## src/rtl/step_pulse_gen_mc.sv

```systemverilog
// Multi-channel step/direction pulse generator with per-channel pending-step queue.
// Define STEP_POS_COUNT_EN to add per-channel signed position counters (pos, pos_clr).
module step_pulse_gen_mc #(
    parameter int N_CH    = 4,
    parameter int CNT_W   = 16,
    parameter int Q_DEPTH = 2,
    parameter int POS_W   = 32
) (
    input  logic                               clk,
    input  logic                               reset,
    input  logic [N_CH*CNT_W-1:0]              pre_n,
    input  logic [N_CH*CNT_W-1:0]              pulse_n,
    input  logic [N_CH*CNT_W-1:0]              post_n,
    input  logic [N_CH-1:0]                    step_stb,
    input  logic [N_CH-1:0]                    step_dir,
    input  logic                               miss_clr,
`ifdef STEP_POS_COUNT_EN
    input  logic                               pos_clr,
    output logic [N_CH*POS_W-1:0]              pos,
`endif
    output logic [N_CH-1:0]                    step,
    output logic [N_CH-1:0]                    dir,
    output logic [N_CH-1:0]                    missed,
    output logic [N_CH-1:0]                    miss_sticky,
    output logic [N_CH-1:0]                    busy,
    output logic [N_CH*($clog2(Q_DEPTH)+1)-1:0] q_level
);

    localparam int QW = $clog2(Q_DEPTH) + 1;

    typedef enum logic [1:0] {IDLE, PRE, HIGH, POST} state_t;

    for (genvar i = 0; i < N_CH; i++) begin : g_ch
        state_t             state;
        logic [CNT_W-1:0]   cnt;
        logic [CNT_W-1:0]   pre_s;
        logic [CNT_W-1:0]   pul_s;
        logic [CNT_W-1:0]   post_s;
        logic [Q_DEPTH-1:0] q;
        logic [Q_DEPTH-1:0] q_nx;
        logic [QW-1:0]      qcnt;
        logic [QW-1:0]      wr;
        logic               step_r;
        logic               dir_r;
        logic               miss_r;
        logic               sticky_r;
        logic [CNT_W-1:0]   pre_i;
        logic [CNT_W-1:0]   pul_i;
        logic [CNT_W-1:0]   post_i;
        logic               stb;
        logic               done;
        logic               qv;
        logic               pop;
        logic               idle_go;
        logic               go;
        logic               go_dir;
        logic               full;
        logic               push;
        logic               miss;

        assign stb    = step_stb[i];
        assign pre_i  = pre_n[i*CNT_W +: CNT_W];
        assign post_i = post_n[i*CNT_W +: CNT_W];
        assign pul_i  = (pulse_n[i*CNT_W +: CNT_W] == '0) ? CNT_W'(1)
                                                          : pulse_n[i*CNT_W +: CNT_W];

        // done marks the edge the step sequence ends; a queued step starts on that same edge
        assign done    = (state == HIGH && cnt == pul_s && post_s == '0) ||
                         (state == POST && cnt == post_s);
        assign qv      = (qcnt != '0);
        assign pop     = qv && (done || state == IDLE);
        assign idle_go = (state == IDLE) && !qv && stb;
        assign go      = pop || idle_go;
        assign go_dir  = pop ? q[0] : step_dir[i];
        assign full    = (qcnt == QW'(Q_DEPTH));
        assign push    = stb && !idle_go && (!full || pop);
        assign miss    = stb && !idle_go && full && !pop;
        assign wr      = qcnt - QW'(pop);

        always_comb begin
            q_nx = pop ? (q >> 1) : q;
            for (int k = 0; k < Q_DEPTH; k++) begin
                if (push && wr == QW'(k)) q_nx[k] = step_dir[i];
            end
        end

        always_ff @(posedge clk or posedge reset) begin
            if (reset) begin
                state    <= IDLE;
                cnt      <= '0;
                pre_s    <= '0;
                pul_s    <= '0;
                post_s   <= '0;
                q        <= '0;
                qcnt     <= '0;
                step_r   <= 1'b0;
                dir_r    <= 1'b0;
                miss_r   <= 1'b0;
                sticky_r <= 1'b0;
            end else begin
                q      <= q_nx;
                qcnt   <= qcnt + QW'(push) - QW'(pop);
                miss_r <= miss;
                if (miss)          sticky_r <= 1'b1;
                else if (miss_clr) sticky_r <= 1'b0;

                if (go) begin
                    dir_r  <= go_dir;
                    pre_s  <= pre_i;
                    pul_s  <= pul_i;
                    post_s <= post_i;
                    cnt    <= CNT_W'(1);
                    if (pre_i == '0) begin
                        state  <= HIGH;
                        step_r <= 1'b1;
                    end else begin
                        state  <= PRE;
                        step_r <= 1'b0;
                    end
                end else begin
                    case (state)
                        PRE: begin
                            if (cnt == pre_s) begin
                                state  <= HIGH;
                                step_r <= 1'b1;
                                cnt    <= CNT_W'(1);
                            end else begin
                                cnt <= cnt + CNT_W'(1);
                            end
                        end
                        HIGH: begin
                            if (cnt == pul_s) begin
                                step_r <= 1'b0;
                                cnt    <= CNT_W'(1);
                                state  <= (post_s == '0) ? IDLE : POST;
                            end else begin
                                cnt <= cnt + CNT_W'(1);
                            end
                        end
                        POST: begin
                            if (cnt == post_s) state <= IDLE;
                            else               cnt   <= cnt + CNT_W'(1);
                        end
                        default: ;
                    endcase
                end
            end
        end

        assign step[i]               = step_r;
        assign dir[i]                = dir_r;
        assign missed[i]             = miss_r;
        assign miss_sticky[i]        = sticky_r;
        assign busy[i]               = (state != IDLE);
        assign q_level[i*QW +: QW]   = qcnt;

`ifdef STEP_POS_COUNT_EN
        logic [POS_W-1:0] pos_r;
        logic             rise;
        logic             rise_dir;

        assign rise     = go ? (pre_i == '0) : (state == PRE && cnt == pre_s);
        assign rise_dir = go ? go_dir : dir_r;

        always_ff @(posedge clk or posedge reset) begin
            if (reset)        pos_r <= '0;
            else if (pos_clr) pos_r <= '0;
            else if (rise)    pos_r <= rise_dir ? pos_r + POS_W'(1) : pos_r - POS_W'(1);
        end

        assign pos[i*POS_W +: POS_W] = pos_r;
`endif
    end

endmodule
```

## config.mk

```make
export PLATFORM = sky130hd
export DESIGN_NAME = step_pulse_gen_mc
export DESIGN_NICKNAME = d
export VERILOG_FILES = /design/src/rtl/step_pulse_gen_mc.sv
export SDC_FILE = /design/constraint.sdc
export NUM_CORES = 1
export LEC_CHECK = 0
export ABC_AREA = 1
export BUFFER_PORTS_ARGS = -buffer_cell sky130_fd_sc_hd__clkbuf_2
export CAP_MARGIN = 20
export CORE_ASPECT_RATIO = 1.1
export CORE_MARGIN = 3
export CORE_UTILIZATION = 40
export CTS_CLUSTER_SIZE = 14
export DETAILED_ROUTE_END_ITERATION = 6
export GPL_TIMING_DRIVEN = 1
export PLACE_DENSITY = 0.61
export SLEW_MARGIN = 20
export SYNTH_ARGS = -nofsm -noshare
export SYNTH_HDL_FRONTEND = slang
export SYNTH_SLANG_ARGS = --single-unit
export TNS_END_PERCENT = 50
```

## constraint.sdc

```tcl
create_clock -name clk -period 10.9 [get_ports clk]
set_input_delay 2.18 -clock clk [delete_from_list [all_inputs] [get_ports clk]]
set_output_delay 2.18 -clock clk [all_outputs]
set_load 0.01 [all_outputs]
```

Word-level counts from Yosys, hierarchy flattened

Index checks and enable logic that the tools add are counted.

Output and inout port bits: 28
Bits in registers: 296
Word-level logic and storage cells: 345

Reduce and logical (&&, ||, !) cells: 140
Equality and inequality tests: 48
Multiplexer cells: 93
$add $sub $neg: 16

Operator list:

| kind                    | number |
|---|---|
| $mux W16                | 20 |
| $eq A16 B16 Y1          | 12 |
| $logic_not A16 Y1       | 12 |
| $pmux W16 S3            | 4 |
| $add A16 B1 Y16 const B | 4 |
| $mux W2                 | 28 |
| $logic_and A1 B1 Y1     | 48 |
| $reduce_bool A2 Y1      | 20 |
| $mux W1                 | 33 |
| $eq A2 B2 Y1 const B    | 12 |
| $ne A3 B2 Y1 const B    | 8 |
| $ne A3 B3 Y1 const B    | 8 |
| $pmux W2 S3             | 4 |
| $eq A2 B1 Y1 const B    | 8 |
| $logic_not A1 Y1        | 16 |
| $logic_not A2 Y1        | 8 |
| $logic_or A1 B1 Y1      | 16 |
| $reduce_and A4 Y1       | 4 |
| $reduce_bool A4 Y1      | 4 |
| $sub A2 B1 Y2           | 8 |
| $reduce_and A3 Y1       | 4 |
| $reduce_bool A3 Y1      | 4 |
| $add A2 B1 Y2           | 4 |
| $pmux W1 S2             | 4 |
| $reduce_and A2 Y1       | 4 |

Logic depth before layout (Yosys ltp)

Gate-level depths: netlist (run 1).

Word-level depth: 10
Mapped depth: 20
Depth with buffers taken out: 18

Least setup slack after synthesis (run 1)

No wires, ideal clock.

Path type: input -> register
From: in step_stb[1]
To: reg g_ch[1].qcnt[1]
Arrival time: 3.164 ns
Cell stages on the path: 7
Setup slack: 7.613 ns
Setup time: 0.123 ns
Path through: inv_1 > a21oi_1 > nand2_1 > ha_1 > inv_1 > ha_1 > xnor2_1

Longest elaborated chain between the ends: 6

Ends and longest elaborated chain:

| item                                  | line | RTL |
|---|---|---|
| start, declared                       | 14   | `input logic [N_CH-1:0] step_stb,` |
| $logic_and A1 B1 Y1                   | 72   | `assign idle_go = (state == IDLE) && !qv && stb;` |
| $logic_not A1 Y1                      | 76   | `assign push = stb && !idle_go && (!full \|\| pop);` |
| $logic_and A1 B1 Y1 (*) (2 in series) | 76   |  |
| $add A2 B1 Y2 (*)                     | 102  | `qcnt <= qcnt + QW'(push) - QW'(pop);` |
| $sub A2 B1 Y2 (*)                     | 102  |  |
| end signal, assigned                  | 102  |  |
| end, declared                         | 41   | `logic [QW-1:0] qcnt;` |

Mark *: on every way between the ends. The rest lies on a longest branch, timed or not.
A chain may end at the register's enable or synchronous reset.

==> impl_metrics.json, run 1 <==
{
  "status": "completed",
  "syn_area_per_cell_sq_um": 7.33,
  "vias": 15100,
  "grt_max_degree": 111,
  "min_period_ps": 3840,
  "p_seq_frac": 0.360,
  "die_h_um": 223,
  "comb_power_share": 0.423,
  "place_hpwl_um": 33600,
  "finalPower_mw": 5.63,
  "critPathMaxFanout": 110,
  "grt_pass1_wl_um": 75100,
  "yosysTopAreaCell": "dfrtp_1",
  "finalWirelength_um": 45800,
  "hold_buffers": 0,
  "tns_ps": 0,
  "nNetsFinal": 2732,
  "fp.dieW_um": 203,
  "async_reset_ff_frac": 1.00,
  "grt_pass1_vias": 14800,
  "yosysSeqAreaShare": 0.433,
  "yosys.area.top_type_share": 0.433,
  "gp_congestion": 0.853,
  "p_clk_frac": 0.218,
  "dieArea_sq_mm": 0.0453,
  "ys.flop_type": "dfrtp_1",
  "cts_tree": "yes",
  "ctsRootBufferMaster": "clkbuf_16",
  "maxSlewViolCount": 0,
  "path_class": "in -> async",
  "place_ws_ps": 6350,
  "worstReg2RegStart": "g_ch[0].cnt[3]$_DFFE_PP0P_",
  "cp.required_ps": 11440,
  "antenna_found_initial": 0,
  "start_util": 0.410,
  "synth_cell_types": 35,
  "synth_cells": 2336,
  "cts_num_sinks": 296,
  "portBuffers": 230,
  "rsz0062_at_grt": "no",
  "fin_crit_sh": 0.352,
  "arrival_ps": 4380,
  "syn_nets": 2555,
  "synth_edf_count": 0,
  "num_rows": 78,
  "power_density_mw_per_mm2": 288,
  "drive_above_1_share": 0.152,
  "p_sw_mw": 2.44,
  "synth_common_cells": "876 x nand2_1, 296 x dfrtp_1, 228 x inv_1",
  "htreeDepth": 2,
  "drt-initial-drc-count": 1005,
  "ir_drop_v": 0.000148,
  "cts_buffers": 36,
  "clock_latency_ps": 540,
  "cap_violations": 0,
  "synth.area.top_cells": "dfrtp_1 43%, nand2_1 19%, xor2_1 5.9%, inv_1 5.0%, nor2_1 4.3%",
  "viasPerCell": 4.88,
  "syn_area_sq_mm": 0.0171,
  "startpoint_type": "input pin",
  "yosysMostFrequentCell": "nand2_1",
  "post_cts_buffers": 0,
  "clk_pin_slew_ps": 50,
  "ff2ff_setup_slack_ps": 7580,
  "p_leak_nw": 10.2,
  "max_freq_mhz": 261,
  "worstSetupStartpoint": "reset",
  "clock_skew_ps": 12.0,
  "ys_warn_count": 0,
  "setup_ws_ps": 7060,
  "antenna_left": 0,
  "routedWlPerCell_um": 14.8,
  "worst_pin_slew_ps": 909,
  "num_io_pins": 231,
  "area_growth_pct": 14.2,
  "grt_usage": 0.201,
  "switching_share": 0.433,
  "clk_path_buf_depth": 3,
  "route.detailed.drc": 0,
  "setup_viol": 0,
  "slew_headroom": 0.392,
  "end_kind": "async pin",
  "synth-seq-cells": 296,
  "p_int_mw": 3.19,
  "drt_pass1_iterations": 5,
  "hold_path.startpoint": "g_ch[1].step_r$_DFFE_PP0P_",
  "ctsResizeCount": 0,
  "hold_violations": 0,
  "instances_no_fill": 3097,
  "holdCritPathClass": "reg -> reg",
  "num_antenna_cells": 0,
  "grt_overflow_total": 0,
  "dp.cells": 3035,
  "core_sq_mm": 0.0418
}
## routing by layer
metal,up-vias,share of wire,GRT usage
li1,7657,-,-
met5,-,0,0
met1,7048,0.46,0.276
met4,0,0.022,0.0540
met3,57,0.054,0.0356
met2,351,0.46,0.330
## worst paths after layout
| kind | to | depth (start not counted) |
|---|---|---|
| max in group clk | busy[0] | 3 |
| worst min register to register | g_ch[1].step_r$_DFFE_PP0P_ | 2 |
| worst max register to register | g_ch[0].pul_s[0]$_DFFE_PP0N_ | 15 |
| worst min-delay path | g_ch[1].step_r$_DFFE_PP0P_ | 2 |
| worst max-delay path | g_ch[0].pre_s[1]$_DFFE_PP0N_ | 4 |
| min in group asynchronous | g_ch[1].pul_s[7]$_DFFE_PP0P_ | 2 |
## sequential cells by signal (all words and copies together), names as in the netlist
register,cells
g_ch.cnt,64
g_ch.post_s,64
g_ch.pre_s,64
g_ch.pul_s,64
g_ch.q,8
g_ch.qcnt,8
g_ch.state,8
g_ch.dir_r,4
g_ch.miss_r,4
g_ch.step_r,4
g_ch.sticky_r,4
## layout make-up
| class | instances | area [sq um] |
|---|---|---|
| Multi-Input combinational cell | 1690 | 8090 |
| Clock buffer | 50 | 1050 |
| Clock inverter | 12 | 146 |
| Tap cell | 560 | 701 |
| Timing Repair Buffer | 237 | 1210 |
| Sequential cell | 296 | 7410 |
| Fill cell | 4276 | 22200 |
| Inverter | 252 | 953 |
## cells by family after synthesis
logic type / Yosys count / synth area share
buffers and inverters: 350 / 0.0952
AO/OA/AOI/OAI: 214 / 0.0704
adder cells (fa/ha/maj): 16 / 0.0117
XOR/XNOR: 136 / 0.0696
AND/OR/NAND/NOR: 1324 / 0.321
flip-flops: 296 / 0.433
## critical path: stages
cell and delay, ps:
clkbuf_2 120, inv_8 550, buf_4 590, buf_4 800
## stage by stage
step | instance area, sq um | util | hold WS [ps]
after global placement | 18400 | 0.439 | 476
final | 19600 | 0.468 | 484
after CTS | 19600 | 0.468 | 491
after floorplan | 17100 | - | 450
after global routing | 19600 | 0.468 | 507
after detailed placement | 18400 | 0.439 | 468
## placed cells by master, fill, tap and decap left out, types with 4 or more instances in the layout
| cell type | netlist | layout |
|---|---|---|
| nand4_1 | 42 | 42 |
| nand2_1 | 876 | 876 |
| a41oi_1 | 4 | 4 |
| nand2_4 | 6 | 6 |
| nand3_1 | 97 | 97 |
| clkbuf_16 | 0 | 37 |
| dfrtp_1 | 296 | 296 |
| nor2_1 | 195 | 195 |
| inv_2 | 24 | 24 |
| nor4_1 | 34 | 34 |
| nand2_2 | 25 | 25 |
| nor3_1 | 36 | 36 |
| ha_1 | 16 | 16 |
| clkbuf_1 | 1 | 5 |
| o21ai_2 | 25 | 25 |
| clkbuf_8 | 0 | 8 |
| xor2_1 | 116 | 116 |
| clkinv_2 | 0 | 6 |
| o21ai_0 | 108 | 108 |
| clkbuf_2 | 5 | 230 |
| o211ai_1 | 8 | 8 |
| xnor2_1 | 20 | 20 |
| inv_1 | 228 | 227 |
| o21ai_1 | 14 | 14 |
| buf_4 | 21 | 6 |
| a21oi_1 | 53 | 53 |
## power by group through the flow
stage	combinational, mW	clock [mW]	sequential [mW]
floorplan	2.04	0	1.87
global placement	2.33	0	2.03
detailed placement	2.40	0	2.03
CTS	2.41	1.27	2.02
global route	2.76	1.31	2.09
finish	2.38	1.23	2.02
Power figures use the tool's default switching activity.
==> run 2: changes to the inputs <==
--- a/config.mk
+++ b/config.mk
@@ -14,7 +14,7 @@
 export CTS_CLUSTER_SIZE = 14
 export DETAILED_ROUTE_END_ITERATION = 6
 export GPL_TIMING_DRIVEN = 1
-export PLACE_DENSITY = 0.61
+export PLACE_DENSITY = 0.59
 export SLEW_MARGIN = 20
 export SYNTH_ARGS = -nofsm -noshare
 export SYNTH_HDL_FRONTEND = slang
==> constraint.sdc (replaced) <==
create_clock -name clk -period 3.6 [get_ports clk]
set_input_delay 0.72 -clock clk [delete_from_list [all_inputs] [get_ports clk]]
set_output_delay 0.72 -clock clk [all_outputs]
set_load 0.01 [all_outputs]
==> run 2 against run 1 <==
Net effect:
- sequential power rose to 3.0 times the previous value
- clock skew fell by 1.2 ps
- sequential share of layout area fell by 0.35 points
- clock power rose to 3.1 times the previous value
- utilization rose by 0.43 points
- die area did not move
==> impl_metrics.json, run 2 (synthesis results as in run 1) <==
{
  "status": "completed",
  "finalPower_mw": 17.4,
  "grt_usage": 0.207,
  "path_buf_inv": 3,
  "routedWlPerCell_um": 15.1,
  "final_util": 0.473,
  "grt_max_degree": 108,
  "tns_ps": 0,
  "p_seq_frac": 0.353,
  "vias": 15300,
  "min_period_ps": 2890,
  "fin_crit_sh": 0.802,
  "whs_ps": 184,
  "p_int_mw": 9.90,
  "core_sq_mm": 0.0418,
  "drt_pass1_iterations": 5,
  "placed_cell_area_sq_mm": 0.0185,
  "worst_pin_slew_ps": 744,
  "setup_viol": 0,
  "power_density_mw_per_mm2": 884,
  "holdCritPathClass": "in -> async",
  "clk_pin_slew_ps": 60,
  "place_hpwl_um": 35200,
  "final_cell_mix": "876 x nand2_1, 296 x dfrtp_1, 230 x clkbuf_2, 227 x inv_1, 195 x nor2_1",
  "critical_path.max_stage_delay_ps": 530,
  "final_common_cell": "nand2_1",
  "p_clk_frac": 0.222,
  "gp_congestion": 0.912,
  "end_kind": "flop",
  "cp_slowest_cell": "dfrtp_1",
  "start_util": 0.410,
  "grt_pass1_wl_um": 76800,
  "grt_overflow_total": 0,
  "max_freq_mhz": 346,
  "setup_ws_ps": 713,
  "hold_violations": 0,
  "p_sw_mw": 7.55,
  "arrival_ps": 3350,
  "rsz0062_at_grt": "no",
  "viasPerCell": 4.91,
  "antenna_found_initial": 0,
  "cp.required_ps": 4060,
  "cts_buffers": 36,
  "area_growth_pct": 15.3,
  "num_io_pins": 231,
  "htreeDepth": 2,
  "place_ws_ps": 717,
  "fp.dieW_um": 203,
  "antenna_left": 0,
  "hold_buffers": 0,
  "cap_violations": 0,
  "cts_num_sinks": 296,
  "clk_path_buf_depth": 3,
  "critPathMaxFanout": 17,
  "portBuffers": 230,
  "num_antenna_cells": 0,
  "dieArea_sq_mm": 0.0453,
  "stdcell_area_sq_mm": 0.0197,
  "die_h_um": 223,
  "switching_share": 0.433,
  "slew_headroom": 0.502,
  "ir_drop_v": 0.000410,
  "cpLargestDelayFamily": "simple AND/OR/NAND/NOR gates",
  "num_rows": 78,
  "crit_chain": "inv_1, nand2_1, nand2_1, nor2_1, nand2_1, nor2_2, nand3_1, nand2_4, inv_2, nand2_2, nand2_4, nand2_1, nand2_1, ha_1, inv_1, ha_1, xnor2_1, xor2_1",
  "n_fill_cell": 4297,
  "path_class": "reg -> reg",
  "dp.cells": 3045,
  "route.detailed.drc": 0,
  "clock_latency_ps": 540,
  "p_leak_nw": 10.3,
  "post_cts_buffers": 0,
  "instances_no_fill": 3109,
  "maxSlewViolCount": 0,
  "grt_pass1_vias": 14600,
  "nNetsFinal": 2742,
  "startpoint_type": "flop",
  "cts_tree": "yes",
  "clock_skew_ps": 10.7,
  "ctsRootBufferMaster": "clkbuf_16",
  "comb_power_share": 0.425,
  "drive_above_1_share": 0.155,
  "ctsResizeCount": 0,
  "drt-initial-drc-count": 1066,
  "finalWirelength_um": 47100,
  "cpMostUsedCell": "nand2_1"
}
-- run 2: final cells by class --
type / count / area [sq um] / share of cell area
inverter: 252 / 950 / 0.0481
timing repair buffer: 247 / 1340 / 0.0679
sequential: 296 / 7410 / 0.375
clock inverter: 12 / 190 / 0.00963
clock buffer: 52 / 1060 / 0.0538
tap: 560 / 701 / 0.0355
multi-input combinational: 1690 / 8090 / 0.410
-- run 2: path summary, 6_finish.rpt --
path | startpoint | to | slack [ps] | depth (start not counted)
max in group asynchronous | reset | g_ch[0].state[1]$_DFFE_PP0P_ | 2470 | 3
worst min-delay path | reset | g_ch[1].pul_s[1]$_DFFE_PP0P_ | 180 | 2
worst min register to register | g_ch[3].dir_r$_DFFE_PP0N_ | g_ch[3].dir_r$_DFFE_PP0N_ | 480 | 2
min in group clk | post_n[54] | g_ch[3].post_s[6]$_DFFE_PP0N_ | 380 | 3
worst max register to register | g_ch[3].cnt[9]$_DFFE_PP0P_ | g_ch[3].qcnt[1]$_DFF_PP0_ | 710 | 18
worst max-delay path | g_ch[3].cnt[9]$_DFFE_PP0P_ | g_ch[3].qcnt[1]$_DFF_PP0_ | 710 | 18
-- run 2: power by group through the flow --
stage	Combinational [mW]	Sequential [mW]	Clock, mW
after floorplan	6.19	5.68	0
after global placement	7.33	6.18	0
after detailed placement	7.47	6.17	0
after CTS	7.50	6.15	3.97
after global routing	8.60	6.36	4.10
final	7.42	6.16	3.87
-- run 2: metal layers --
metal	GRT usage	wire, um	up-vias
met5	0	0	-
met4	0.0668	1330	0
met3	0.0292	2240	75
met2	0.331	21600	373
met1	0.292	22000	7142
li1	-	-	7673
-- run 2: worst register-to-register path, cell delays in order (launching register included) --
cell	delay (ps)
dfrtp_1	530
inv_1	180
nand2_1	90
nand2_1	50
nor2_1	80
nand2_1	90
nor2_2	120
nand3_1	130
nand2_4	210
inv_2	110
nand2_2	90
nand2_4	90
nand2_1	140
nand2_1	80
ha_1	280
inv_1	40
ha_1	180
xnor2_1	160
xor2_1	160
